===== config.mk =====
export PLATFORM = sky130hd
export DESIGN_NAME = text_scroller_flat
export DESIGN_NICKNAME = d
export VERILOG_FILES = /design/src/rtl/text_scroller_pkg.sv /design/src/rtl/text_scroller_if.sv /design/src/rtl/text_scroller.sv /design/src/flat_wrapper.sv
export SDC_FILE = /design/constraint.sdc
export NUM_CORES = 1
export LEC_CHECK = 0
export BUFFER_PORTS_ARGS = -buffer_cell sky130_fd_sc_hd__buf_2
export CORE_UTILIZATION = 50
export CTS_CLUSTER_DIAMETER = 50
export DETAILED_ROUTE_END_ITERATION = 10
export GPL_TIMING_DRIVEN = 0
export PLACE_DENSITY = 0.71
export SLEW_MARGIN = 20
export SYNTH_ARGS = -nofsm -noshare
export SYNTH_HDL_FRONTEND = slang
export SYNTH_SLANG_ARGS = --single-unit

===== constraint.sdc =====
create_clock -name clk -period 4.7 [get_ports clk]
set_input_delay 0 -clock clk [delete_from_list [all_inputs] [get_ports clk]]
set_output_delay 0 -clock clk [all_outputs]
set_load 0.005 [all_outputs]

===== src/rtl/text_scroller_pkg.sv =====
// Shared constants and state type for the text scroller.
package text_scroller_pkg;

  localparam int unsigned CHAR_W     = 6;
  localparam int unsigned GLYPH_COLS = 8;
  localparam int unsigned COL_W      = 8;
  localparam int unsigned SCAN_W     = $clog2(GLYPH_COLS);

  typedef enum logic {
    StEmpty,
    StRun
  } state_e;

endpackage


===== src/rtl/text_scroller_if.sv =====
// Message append, charRom lookup and LED column scan signals of the text scroller.
interface text_scroller_if;

  logic                                    clear;
  logic                                    scroll_en;
  logic                                    char_valid;
  logic [text_scroller_pkg::CHAR_W-1:0]    char_data;
  logic                                    char_ready;
  logic [text_scroller_pkg::CHAR_W-1:0]    rom_face;
  logic [text_scroller_pkg::SCAN_W-1:0]    rom_index;
  logic [text_scroller_pkg::COL_W-1:0]     rom_col;
  logic [text_scroller_pkg::COL_W-1:0]     col_data;
  logic [text_scroller_pkg::SCAN_W-1:0]    col_sel;
  logic                                    col_strobe;

  modport master (
    output clear, scroll_en, char_valid, char_data, rom_col,
    input  char_ready, rom_face, rom_index, col_data, col_sel, col_strobe
  );

  modport slave (
    input  clear, scroll_en, char_valid, char_data, rom_col,
    output char_ready, rom_face, rom_index, col_data, col_sel, col_strobe
  );

endinterface


===== src/rtl/text_scroller.sv =====
// Scrolling message sequencer: addresses charRom per scan column and registers the
// returned pixels for an 8-column LED matrix.
module text_scroller
  import text_scroller_pkg::*;
#(
  parameter int unsigned MSG_LEN    = 16,
  parameter int unsigned SCROLL_DIV = 4
) (
  input  logic            clk,
  input  logic            reset,
  text_scroller_if.slave  bus
);

  localparam int unsigned AW = (MSG_LEN > 1) ? $clog2(MSG_LEN) : 1;
  localparam int unsigned LW = AW + 1;
  localparam int unsigned PW = AW + 4;
  localparam int unsigned FW = (SCROLL_DIV > 1) ? $clog2(SCROLL_DIV) : 1;

  state_e               state_q, state_d;
  logic [LW-1:0]        len_q, len_d;
  logic [AW-1:0]        wr_ptr_q, wr_ptr_d;
  logic [PW-1:0]        scroll_pos_q, scroll_pos_d;
  logic [FW-1:0]        frame_cnt_q, frame_cnt_d;
  logic [SCAN_W-1:0]    scan_col_q;
  logic [COL_W-1:0]     col_data_q;
  logic [SCAN_W-1:0]    col_sel_q;
  logic                 col_strobe_q;
  logic [CHAR_W-1:0]    msg_buf [MSG_LEN];

  logic                 accept;
  logic                 frame_end;
  logic                 div_hit;
  logic [PW-1:0]        len_cols;
  logic [PW-1:0]        v_raw;
  logic [PW-1:0]        v_addr;
  logic                 unused_v_msb;

  assign bus.char_ready = (len_q != LW'(MSG_LEN));
  assign accept         = bus.char_valid && bus.char_ready && !bus.clear;
  assign frame_end      = (scan_col_q == SCAN_W'(GLYPH_COLS - 1));
  assign div_hit        = (frame_cnt_q == FW'(SCROLL_DIV - 1));

  // Message length in display columns; scroll_pos < len_cols and scan_col < 8 <= len_cols,
  // so one conditional subtract wraps the address.
  assign len_cols     = {len_q, 3'b000};
  assign v_raw        = scroll_pos_q + PW'(scan_col_q);
  assign v_addr       = (v_raw >= len_cols) ? (v_raw - len_cols) : v_raw;
  assign unused_v_msb = v_addr[PW-1];

  // FSM state register
  always_ff @(posedge clk or posedge reset) begin
    if (reset) begin
      state_q <= StEmpty;
    end else begin
      state_q <= state_d;
    end
  end

  // FSM next state
  always_comb begin
    state_d = state_q;
    if (bus.clear) begin
      state_d = StEmpty;
    end else if (accept) begin
      state_d = StRun;
    end
  end

  // FSM outputs: charRom address
  always_comb begin
    bus.rom_face  = '0;
    bus.rom_index = scan_col_q;
    unique case (state_q)
      StEmpty: ;
      StRun: begin
        bus.rom_face  = msg_buf[v_addr[AW+2:3]];
        bus.rom_index = v_addr[2:0];
      end
      default: ;
    endcase
  end

  always_comb begin
    len_d        = len_q;
    wr_ptr_d     = wr_ptr_q;
    scroll_pos_d = scroll_pos_q;
    frame_cnt_d  = frame_cnt_q;
    if (accept) begin
      len_d    = len_q + LW'(1);
      wr_ptr_d = wr_ptr_q + AW'(1);
    end
    // The wrap test deliberately uses the pre-append length.
    if (frame_end) begin
      if (div_hit) begin
        frame_cnt_d = '0;
        if (bus.scroll_en && (state_q == StRun)) begin
          scroll_pos_d = (scroll_pos_q == len_cols - PW'(1)) ? '0 : scroll_pos_q + PW'(1);
        end
      end else begin
        frame_cnt_d = frame_cnt_q + FW'(1);
      end
    end
    if (bus.clear) begin
      len_d        = '0;
      wr_ptr_d     = '0;
      scroll_pos_d = '0;
      frame_cnt_d  = '0;
    end
  end

  always_ff @(posedge clk or posedge reset) begin
    if (reset) begin
      len_q        <= '0;
      wr_ptr_q     <= '0;
      scroll_pos_q <= '0;
      frame_cnt_q  <= '0;
      scan_col_q   <= '0;
      col_data_q   <= '0;
      col_sel_q    <= '0;
      col_strobe_q <= 1'b0;
    end else begin
      len_q        <= len_d;
      wr_ptr_q     <= wr_ptr_d;
      scroll_pos_q <= scroll_pos_d;
      frame_cnt_q  <= frame_cnt_d;
      scan_col_q   <= scan_col_q + SCAN_W'(1);
      col_data_q   <= (state_q == StRun) ? bus.rom_col : '0;
      col_sel_q    <= scan_col_q;
      col_strobe_q <= 1'b1;
    end
  end

  // Message storage is intentionally not reset.
  always_ff @(posedge clk) begin
    if (accept) begin
      msg_buf[wr_ptr_q] <= bus.char_data;
    end
  end

  assign bus.col_data   = col_data_q;
  assign bus.col_sel    = col_sel_q;
  assign bus.col_strobe = col_strobe_q;

endmodule


===== src/flat_wrapper.sv =====
// flat-port wrapper written by rule: the top's interface ports become plain ports
module text_scroller_flat import text_scroller_pkg::*;
#(
  parameter int unsigned MSG_LEN    = 16,
  parameter int unsigned SCROLL_DIV = 4
)
  (clk, reset, bus_clear, bus_scroll_en, bus_char_valid, bus_char_data, bus_rom_col, bus_char_ready, bus_rom_face, bus_rom_index, bus_col_data, bus_col_sel, bus_col_strobe);
  text_scroller_if bus_i ();
  input  logic clk;
  input  logic reset;
  input wire logic [$bits(bus_i.clear)-1:0] bus_clear;
  input wire logic [$bits(bus_i.scroll_en)-1:0] bus_scroll_en;
  input wire logic [$bits(bus_i.char_valid)-1:0] bus_char_valid;
  input wire logic [$bits(bus_i.char_data)-1:0] bus_char_data;
  input wire logic [$bits(bus_i.rom_col)-1:0] bus_rom_col;
  output wire logic [$bits(bus_i.char_ready)-1:0] bus_char_ready;
  output wire logic [$bits(bus_i.rom_face)-1:0] bus_rom_face;
  output wire logic [$bits(bus_i.rom_index)-1:0] bus_rom_index;
  output wire logic [$bits(bus_i.col_data)-1:0] bus_col_data;
  output wire logic [$bits(bus_i.col_sel)-1:0] bus_col_sel;
  output wire logic [$bits(bus_i.col_strobe)-1:0] bus_col_strobe;
  assign bus_i.clear = bus_clear;
  assign bus_i.scroll_en = bus_scroll_en;
  assign bus_i.char_valid = bus_char_valid;
  assign bus_i.char_data = bus_char_data;
  assign bus_i.rom_col = bus_rom_col;
  assign bus_char_ready = bus_i.char_ready;
  assign bus_rom_face = bus_i.rom_face;
  assign bus_rom_index = bus_i.rom_index;
  assign bus_col_data = bus_i.col_data;
  assign bus_col_sel = bus_i.col_sel;
  assign bus_col_strobe = bus_i.col_strobe;
  text_scroller #(.MSG_LEN(MSG_LEN), .SCROLL_DIV(SCROLL_DIV)) u_core (.clk(clk), .reset(reset), .bus(bus_i));
endmodule

== Word-level counts from Yosys, hierarchy flattened ==
Memories as Yosys holds them, arrays and structs flattened.
Index checks and enable logic that the tools add are counted.

* Register bits: 35
* Memory bits (writable): 96
* Logic and storage cells: 52
* Memories kept: 1

* Add/sub/neg operators: 8
* Order comparisons: 1
* Equality and inequality tests: 4
* Multiplexer cells: 20
* Reduce and logical (&&, ||, !) cells: 9

{| class="wikitable"
|+ Memories
! memory !! depth !! width !! rd ports !! clocked after memory_dff !! write ports !! RTL line !! RTL
|-
| u_core.msg_buf || 16 || 6 || 1 || 0 || 1 || text_scroller.sv:28 || <nowiki>logic [CHAR_W-1:0] msg_buf [MSG_LEN];</nowiki>
|}

{| class="wikitable"
|+ Operator list
! cell !! number
|-
| 8-bit 2-to-1 mux || 6
|-
| 5-bit 2-to-1 mux || 2
|-
| 8-bit by 1-bit adder with 8-bit output (second input constant) || 1
|-
| 8-bit by 3-bit adder with 8-bit output || 1
|-
| 8-bit equality test || 1
|-
| 8-bit greater-or-equal comparator || 1
|-
| 4-bit 2-to-1 mux || 2
|-
| 2-bit nonzero test || 4
|-
| 8-bit by 1-bit subtractor with 8-bit output (second input constant) || 1
|-
| 7-bit 2-to-1 mux || 1
|-
| 7-bit subtractor || 1
|-
| 2-bit 2-to-1 mux || 3
|-
| 6-bit 2-to-1 mux || 1
|-
| 5-bit by 1-bit adder with 5-bit output (second input constant) || 1
|-
| 5-bit inequality test (second input constant) || 1
|-
| 4-bit by 1-bit adder with 4-bit output (second input constant) || 1
|-
| 1-bit 2-to-1 mux || 4
|-
| 3-bit by 1-bit adder with 3-bit output (second input constant) || 1
|-
| 3-bit equality test (second input constant) || 1
|-
| 1-bit logical AND || 3
|-
| 3-bit 2-to-1 mux || 1
|-
| 3-bit AND reduction || 1
|-
| 2-bit by 1-bit adder with 2-bit output (second input constant) || 1
|-
| 2-bit equality test (second input constant) || 1
|-
| 1-bit logical NOT || 1
|}

== Logic depth before layout (Yosys ltp) ==
Gate-level depths: netlist (run 1).

* Depth after elaboration: 7
* Gate-level depth with buffers: 18
* Gate-level depth less buffers: 15

== Worst setup path after synthesis (run 1) ==
No wires, ideal clock.

* Path kind: register to output
* Start: register u_core.scroll_pos_q[0]
* End: output bus_rom_face[4]
* Arrival: 3512 ps
* Data required time: 4700 ps
* Slack: 1188 ps
* Cell stages (with the launch flop): 19
* Cells stage by stage: dfrtp_1 -> ha_1 -> inv_1 -> fa_1 -> nor2b_1 -> o21ai_0 -> xor2_1 -> inv_1 -> ha_1 -> nand2_1 -> nor4_4 -> buf_6 -> a2111oi_4 -> buf_6 -> nor2_8 -> buf_12 -> mux2i_1 -> a221o_1 -> o31ai_1

* Longest elaborated chain between the ends: 5
* Elaborated cells on any way between the ends: 6

{| class="wikitable"
|+ Ends and longest elaborated chain
! element !! RTL line !! RTL
|-
| start, declared || text_scroller.sv:22 || <nowiki>logic [PW-1:0] scroll_pos_q, scroll_pos_d;</nowiki>
|-
| start signal, assigned || text_scroller.sv:124 || <nowiki>scroll_pos_q <= scroll_pos_d;</nowiki>
|-
| 8-bit by 3-bit adder with 8-bit output (*) || text_scroller.sv:46 || <nowiki>assign v_raw = scroll_pos_q + PW'(scan_col_q);</nowiki>
|-
| 7-bit subtractor or 8-bit greater-or-equal comparator (tied branches) || text_scroller.sv:47 || <nowiki>assign v_addr = (v_raw >= len_cols) ? (v_raw - len_cols) : v_raw;</nowiki>
|-
| 7-bit 2-to-1 mux (*) || text_scroller.sv:47 ||
|-
| memory 16 x 6 bit (*) || n/a ||
|-
| 6-bit 2-to-1 mux (*) || text_scroller.sv:73 || <nowiki>unique case (state_q)</nowiki>
|-
| end, declared || flat_wrapper.sv:17 || <nowiki>output wire logic [$bits(bus_i.rom_face)-1:0] bus_rom_face;</nowiki>
|}

Mark *: on every way between the ends. The rest lies on a longest branch, timed or not.

== Worst setup path after layout (run 1) ==
* Start: register u_core.scan_col_q[0]
* End: output bus_rom_face[1]

* Longest elaborated chain between the ends: 5
* Elaborated cells on any way between the ends: 6

{| class="wikitable"
|+ Ends and longest elaborated chain
! element !! RTL line !! RTL
|-
| start, declared || text_scroller.sv:24 || <nowiki>logic [SCAN_W-1:0] scan_col_q;</nowiki>
|-
| start signal, assigned || text_scroller.sv:126 || <nowiki>scan_col_q <= scan_col_q + SCAN_W'(1);</nowiki>
|-
| 8-bit by 3-bit adder with 8-bit output (*) || text_scroller.sv:46 ||
|-
| 7-bit subtractor or 8-bit greater-or-equal comparator (tied branches) || text_scroller.sv:47 ||
|-
| 7-bit 2-to-1 mux (*) || text_scroller.sv:47 ||
|-
| memory 16 x 6 bit (*) || n/a ||
|-
| 6-bit 2-to-1 mux (*) || text_scroller.sv:73 ||
|}

Marks and branches as above.

==> impl_metrics.py, run 1 <==
metrics = {
    "floorplan": {
        "rows": 40,
        "die_h_um": 114,
        "core-area_mm2": 0.0121,
        "die_area_mm2": 0.0130,
        "io_pins": 41,
        "start_util_pct": 51.8,
        "dieWidth_um": 114,
    },
    "clocking": {
        "clk_latency_ns": 0.41,
        "cts_buffers": 17,
        "clk_pin_slew_ns": 0.06,
        "cts-htree-levels": 4,
        "cts_root_buffer": "clkbuf_16",
        "cts_tree": "done",
        "cts.sinks": 131,
        "ctsLongestPathBuffers": 2,
    },
    "yosys": {
        "syn_inst": 521,
        "ys_warn_count": 0,
        "synth_top_family_by_area": "simple AND/OR/NAND/NOR gates",
        "netlist_area_mm2": 0.00628,
        "synth_area_leaders": "edfxtp_1 46%, dfrtp_1 14%, ha_1 3.6%",
        "ys_seq_elements": 131,
        "syn-num-nets": 560,
        "synthAdderAreaFrac_pct": 4.23,
        "synth_edf_count": 96,
        "synthTopCellsByCount": "96 x edfxtp_1, 60 x nand2_1, 38 x nand3_1",
        "synth_top_area_share_pct": 45.9,
        "synth_compound_area_share_pct": 11.0,
        "synth_xor_area_share_pct": 3.77,
        "synth_cell_types": 61,
        "synthArstFlopShare_pct": 26.7,
        "yosysTopAreaCell": "edfxtp_1",
        "yosysSeqAreaShare_pct": 59.9,
        "synth_ff_type": "edfxtp_1",
        "yosys.area_share.simple_pct": 15.4,
        "synthMuxAreaShare_pct": 1.77,
        "syn_avg_cell_area_um2": 12.0,
        "synth_most_common_cell": "edfxtp_1",
    },
    "worst_setup_path": {
        "cp.arrival_ns": 4.57,
        "crit_fanout": 10,
        "crit_chain": "ha_4 > inv_1 > fa_1 > nor2b_1 > o21ai_0 > xor2_1 > inv_1 > ha_1 > nand2_2 > or4_1 > buf_2 > nand3_2 > nor2_1 > o21ai_1 > o41ai_1 > buf_2",
        "startpoint": "u_core.scan_col_q[0]",
        "max_stage_delay_ns": 0.67,
        "r2r_slack_ns": 2.00,
        "crit_type": "reg2out",
        "rr_startpoint": "u_core.len_q[0]",
        "crit_slowest_cell": "o21ai_1",
        "worstPathRequired_ns": 4.70,
        "crit_path_end_kind": "primary output",
        "worstSetupStartpointType": "flip-flop",
    },
    "grt": {
        "antenna_found_initial": 0,
        "grt_use_total_pct": 24.6,
        "grt_pass1_vias": 4378,
        "grt_pass1_wl_um": 23700,
        "grt-ovfl-total": 0,
        "grt_max_degree": 36,
    },
    "finish": {
        "layout.nets": 636,
        "antennaDiodeCount": 0,
        "fillCellCount": 937,
        "regArea_mm2": 0.00376,
        "drive_above_1_share_pct": 21.1,
        "synthToLayoutAreaGrowth_pct": 20.9,
        "utilization_pct": 62.6,
        "layout.cells.non_filler": 778,
        "multi_input_area_mm2": 0.00239,
    },
    "timing": {
        "worst_slack_ns": 0.132,
        "grt_setup_unrepaired": "yes",
        "fmax_mhz": 219,
        "fin_skew_ns": 0.00814,
        "hold_viol": 0,
        "setup_viol": 0,
        "maxSlewHeadroom_pct": 44.0,
        "worstMarginPinSlew_ns": 0.834,
        "drv_slew": 0,
        "period_needed_ns": 4.57,
        "period_share_pct": 97.2,
    },
    "drt": {
        "drtPass1Iterations": 7,
        "wl_per_cell_um": 19.2,
        "vias_per_cell": 5.84,
        "drc_errors": 0,
        "drtIter0Drc": 402,
        "wirelength_um": 14900,
        "num_vias": 4544,
        "ant_nets": 0,
    },
    "place": {
        "gp_congestion": 0.858,
        "port_buffers": 40,
        "dp.cells": 729,
        "post-dp-hpwl_um": 9900,
        "post-place-ws_ns": 0.262,
    },
    "pwr": {
        "p_per_area_mw_per_mm2": 402,
        "p_leak_nw": 2.97,
        "ir_worst_vdd_v": 0.000250,
        "design_power_total_w": 0.00305,
    },
    "hold_path": {
        "holdCritPathClass": "in2reg",
        "hp-start": "bus_char_data[3]",
    },
    "run_status": {
        "status": "complete, no violations",
    },
    "flow_run": {
        "max_cap_viol_count": 0,
    },
}
-- placed cells by master (no fill, tap or decap), types with 5 or more instances in the layout --
cell type      count
nand4_1           10
a311oi_1           6
clkbuf_2           6
buf_2             45
ha_1              16
a32o_1             5
dfrtp_1           34
buf_4             10
inv_1             16
clkbuf_1           9
and2_1            21
dlygate4sd3_1     11
mux2i_1           10
buf_6              6
and3_1            15
xor2_1            12
edfxtp_1          96
o21ai_0           25
a21oi_1            7
nand3_1           38
a31oi_1            8
clkbuf_16         17
xnor2_1           14
a2111oi_0          6
nor3_1             7
nand2_1           59
nor2_1            25
-- kinds of logic after synthesis --
logic type | after synthesis
adders and majority gates | 20
DFF | 131
other | 1
buffers and inverters | 48
xor gates and xnor gates | 27
muxes | 11
and+or+nand+nor | 191
AOI/OAI and AO/OA | 92
-- what timing repair did --
action	4_1_cts	5_1_grt
hold buffers	11	0
gates cloned	0	0
endpoints found under the setup margin	6	6
resized for setup	9	35
pin swaps	0	10
endpoints found under the hold margin	60	0
buffers inserted	0	6
-- flip-flops by register name, summed over array words and instances, names as in the netlist --
name / cells
u_core.msg_buf: 96
u_core.bus.col_data: 8
u_core.scroll_pos_q: 8
u_core.len_q: 5
u_core.wr_ptr_q: 4
u_core.bus.col_sel: 3
u_core.scan_col_q: 3
u_core.frame_cnt_q: 2
u_core.bus.col_strobe: 1
u_core.state_q: 1
-- critical path: cells and delay by family (launching register included) --
family | cells | cell delay [ns]
flip-flops | 1 | 0.43
buffers and inverters | 4 | 0.51
XOR/XNOR | 1 | 0.24
AO/OA/AOI/OAI | 3 | 1.00
AND/OR/NAND/NOR | 5 | 1.06
adder cells (fa/ha/maj) | 3 | 0.92
-- per-layer routing --
layer	track usage, %	wire, um	vias to the layer above
li1	-	-	2096
met1	33.2	6380	2240
met2	38.8	7230	182
met3	5.69	1040	26
met4	9.44	269	0
met5	0	0	-
-- final cells by class --
type                            count  area share (%)
Sequential cell                   131            49.6
Multi-Input combinational cell    342            31.6
Clock buffer                       19            5.71
Timing Repair Buffer               57            4.68
Buffer                             31            2.77
Tap cell                          168            2.77
Clock inverter                     13            2.09
Inverter                           17           0.841
-- metrics by stage --
step,hold WS [ns],cell area (um^2),setup TNS [ns]
3_5_place_dp,0.172,6690,0
5_1_grt,0.0172,7590,-0.191
2_1_floorplan,0.0989,6280,0
3_3_place_gp,0.214,6690,0
6_report,0.0137,7590,0
4_1_cts,0.00923,7420,0
-- power breakdown --
| group | total [W] | internal (W) | switching [W] |
|---|---|---|---|
| Combinational | 0.000472 | 0.000185 | 0.000287 |
| Clock | 0.00131 | 0.000832 | 0.000478 |
| Sequential | 0.00127 | 0.00126 | 0.0000106 |
| Total | 0.00305 | 0.00228 | 0.000776 |
-- path summary, 6_finish.rpt --
| kind | cells past startpoint | end |
|---|---|---|
| setup / recovery | 16 | bus_rom_face[1] |
| hold / removal | 1 | u_core.msg_buf[7][3] |
| setup reg to reg | 8 | u_core.msg_buf[14][4] |
| hold reg to reg | 0 | u_core.bus.col_sel[2] |
| max in group asynchronous | 3 | u_core.scroll_pos_q[0] |
| min in group asynchronous | 3 | u_core.bus.col_sel[2] |
Note: power is estimated with default switching activity, not from simulation.
==> inputs of run 2 (changes only) <==
==> constraint.sdc (replaced) <==
create_clock -name clk -period 4.7 [get_ports clk]
set_input_delay 0.47 -clock clk [delete_from_list [all_inputs] [get_ports clk]]
set_output_delay 0.47 -clock clk [all_outputs]
set_load 0.005 [all_outputs]
==> impl_metrics.py, run 2 (synthesis gave the netlist of run 1 again) <==
metrics = {
    "clocking": {
        "cts.sinks": 131,
        "cts-htree-levels": 4,
        "cts_tree": "done",
        "clk_latency_ns": 0.41,
        "cts_root_buffer": "clkbuf_16",
        "cts_buffers": 17,
        "ctsLongestPathBuffers": 2,
        "clk_pin_slew_ns": 0.06,
        "hold_buffers": 0,
    },
    "finish": {
        "synthToLayoutAreaGrowth_pct": 25.5,
        "final_cell_mix": "96 x edfxtp_1, 59 x nand2_1, 44 x buf_2",
        "layout.nets": 648,
        "layout_commonest_cell": "edfxtp_1",
        "largest_reg_flops": 96,
        "antennaDiodeCount": 0,
        "top_register": "u_core.msg_buf",
        "multi_input_area_mm2": 0.00255,
        "fillCellCount": 877,
        "regArea_mm2": 0.00376,
        "utilization_pct": 65.0,
        "drive_above_1_share_pct": 27.8,
    },
    "drt": {
        "num_vias": 4712,
        "drc_errors": 0,
        "drtIter0Drc": 452,
        "wirelength_um": 16200,
        "wl_per_cell_um": 20.5,
        "ant_nets": 0,
        "drtPass1Iterations": 5,
        "vias_per_cell": 5.96,
    },
    "floorplan": {
        "dieWidth_um": 114,
        "start_util_pct": 51.8,
        "rows": 40,
        "core-area_mm2": 0.0121,
        "die_area_mm2": 0.0130,
        "die_h_um": 114,
        "io_pins": 41,
    },
    "timing": {
        "period_share_pct": 101,
        "fin_skew_ns": 0.00803,
        "grt_setup_unrepaired": "yes",
        "fmax_mhz": 210,
        "tns_ns": -0.0643,
        "worst_slack_ns": -0.0525,
        "maxSlewHeadroom_pct": 51.1,
        "hold_viol": 0,
        "setup_viol": 3,
        "worstMarginPinSlew_ns": 0.733,
        "drv_slew": 0,
        "period_needed_ns": 4.75,
    },
    "worst_setup_path": {
        "crit_type": "reg2out",
        "worstPathRequired_ns": 4.23,
        "crit_chain": "ha_4 > inv_2 > fa_2 > nor2b_4 > o21ai_2 > xor2_2 > inv_2 > ha_4 > nand2_4 > or4_4 > buf_6 > a311o_1 > o31ai_4 > buf_6 > nand3_1 > nand4_1 > o41ai_2 > buf_2",
        "worstSetupStartpointType": "flip-flop",
        "crit_slowest_cell": "or4_4",
        "rr_endpoint": "u_core.msg_buf[14][4]",
        "crit_fanout": 10,
        "rr_startpoint": "u_core.len_q[0]",
        "rr_worst_depth": 8,
        "r2r_slack_ns": 1.91,
        "max_stage_delay_ns": 0.54,
        "cp.arrival_ns": 4.28,
        "crit_path_end_kind": "primary output",
    },
    "place": {
        "post-dp-hpwl_um": 9900,
        "gp_congestion": 0.858,
        "port_buffers": 40,
    },
    "pwr": {
        "design_power_total_w": 0.00311,
        "switching_share_pct": 25.8,
        "pwr-share-clk_pct": 42.3,
        "p_switching_w": 0.000800,
        "seqPwrFrac_pct": 40.9,
        "p_int_w": 0.00231,
        "p_leak_nw": 3.08,
        "ir_worst_vdd_v": 0.000249,
        "p_per_area_mw_per_mm2": 394,
        "combPwrFrac_pct": 16.8,
    },
    "run_status": {
        "status": "finished with violations",
        "violations": "negative setup slack",
    },
    "hold_path": {
        "holdCritPathClass": "in2async",
    },
    "grt": {
        "grt_use_total_pct": 25.3,
        "grt_max_degree": 36,
        "grt_pass1_wl_um": 24400,
        "antenna_found_initial": 0,
        "grt_pass1_vias": 4498,
        "grt-ovfl-total": 0,
    },
    "flow_run": {
        "max_cap_viol_count": 0,
    },
}
-- run 2: changes by cell type in the layout (fill, tap and decap cells not counted), sizes merged --
cell | before | now
buf | 63 | 90
clkbuf | 33 | 29
dlygate4sd3 | 11 | 0
-- run 2: routing by layer --
| layer | wire length (um) | vias up | global-route usage, % | part of all wire, % |
|---|---|---|---|---|
| met4 | 414 | 0 | 10.1 | 2.6 |
| met3 | 1220 | 34 | 4.73 | 7.5 |
| li1 | - | 2115 | - | - |
| met2 | 7840 | 265 | 40.1 | 48 |
| met5 | 0 | - | 0 | 0 |
| met1 | 6750 | 2298 | 34.5 | 42 |
-- run 2: power groups by stage --
stage          Sequential, W  Clock [W]  Combinational [W]
2_1_floorplan        0.00129          0           0.000283
3_3_place_gp         0.00129          0           0.000403
3_5_place_dp         0.00129          0           0.000416
4_1_cts              0.00127    0.00131           0.000463
5_1_grt              0.00127    0.00137           0.000560
6_report             0.00127    0.00131           0.000523
-- run 2: worst max-delay path by stage --
stage / cells after the start / endpoint / startpoint
4_1_cts: 17 / bus_rom_face[4] / u_core.scroll_pos_q[0]
5_1_grt: 17 / bus_rom_face[4] / u_core.scan_col_q[1]
2_1_floorplan: 18 / bus_rom_face[4] / u_core.scroll_pos_q[0]
3_3_place_gp: 17 / bus_rom_face[5] / u_core.scroll_pos_q[0]
6_report: 18 / bus_rom_face[5] / u_core.scroll_pos_q[0]
3_5_place_dp: 17 / bus_rom_face[3] / u_core.scroll_pos_q[0]
-- run 2: what timing repair did --
action | CTS | global route
resized for setup | 52 | 38
pin swaps | 10 | 26
buffers inserted | 12 | 16
cloned | 1 | 1
endpoints found under the setup margin | 6 | 6
-- run 2: area by class of cell --
type | count | area share [%]
plain buffers | 30 | 3.00
clock buffers | 19 | 5.50
clock inverters | 13 | 2.02
inverters | 17 | 0.810
multi-input cells | 342 | 32.4
flip-flops and latches | 131 | 47.8
well taps | 168 | 2.67
repair buffers | 70 | 5.83
-- run 2: per-stage QoR --
step	cells	worst slack [ns]	hold slack, ns	area, um^2
floorplan	521	0.718	0.402	6280
global placement	729	-0.141	0.429	6690
detailed placement	729	-0.208	0.433	6690
CTS	774	0.00251	0.210	7600
global route	790	-0.185	0.241	7880
finish	790	-0.0525	0.183	7880
-- run 2: worst max-delay path: cells and delay by family, from the launching register on --
family / cells / cell delay, ns
flip-flops: 1 / 0.39
AO/OA/AOI/OAI: 4 / 0.63
AND/OR/NAND/NOR: 5 / 1.13
XOR/XNOR: 1 / 0.23
buffers and inverters: 5 / 0.63
adder cells (fa/ha/maj): 3 / 0.84
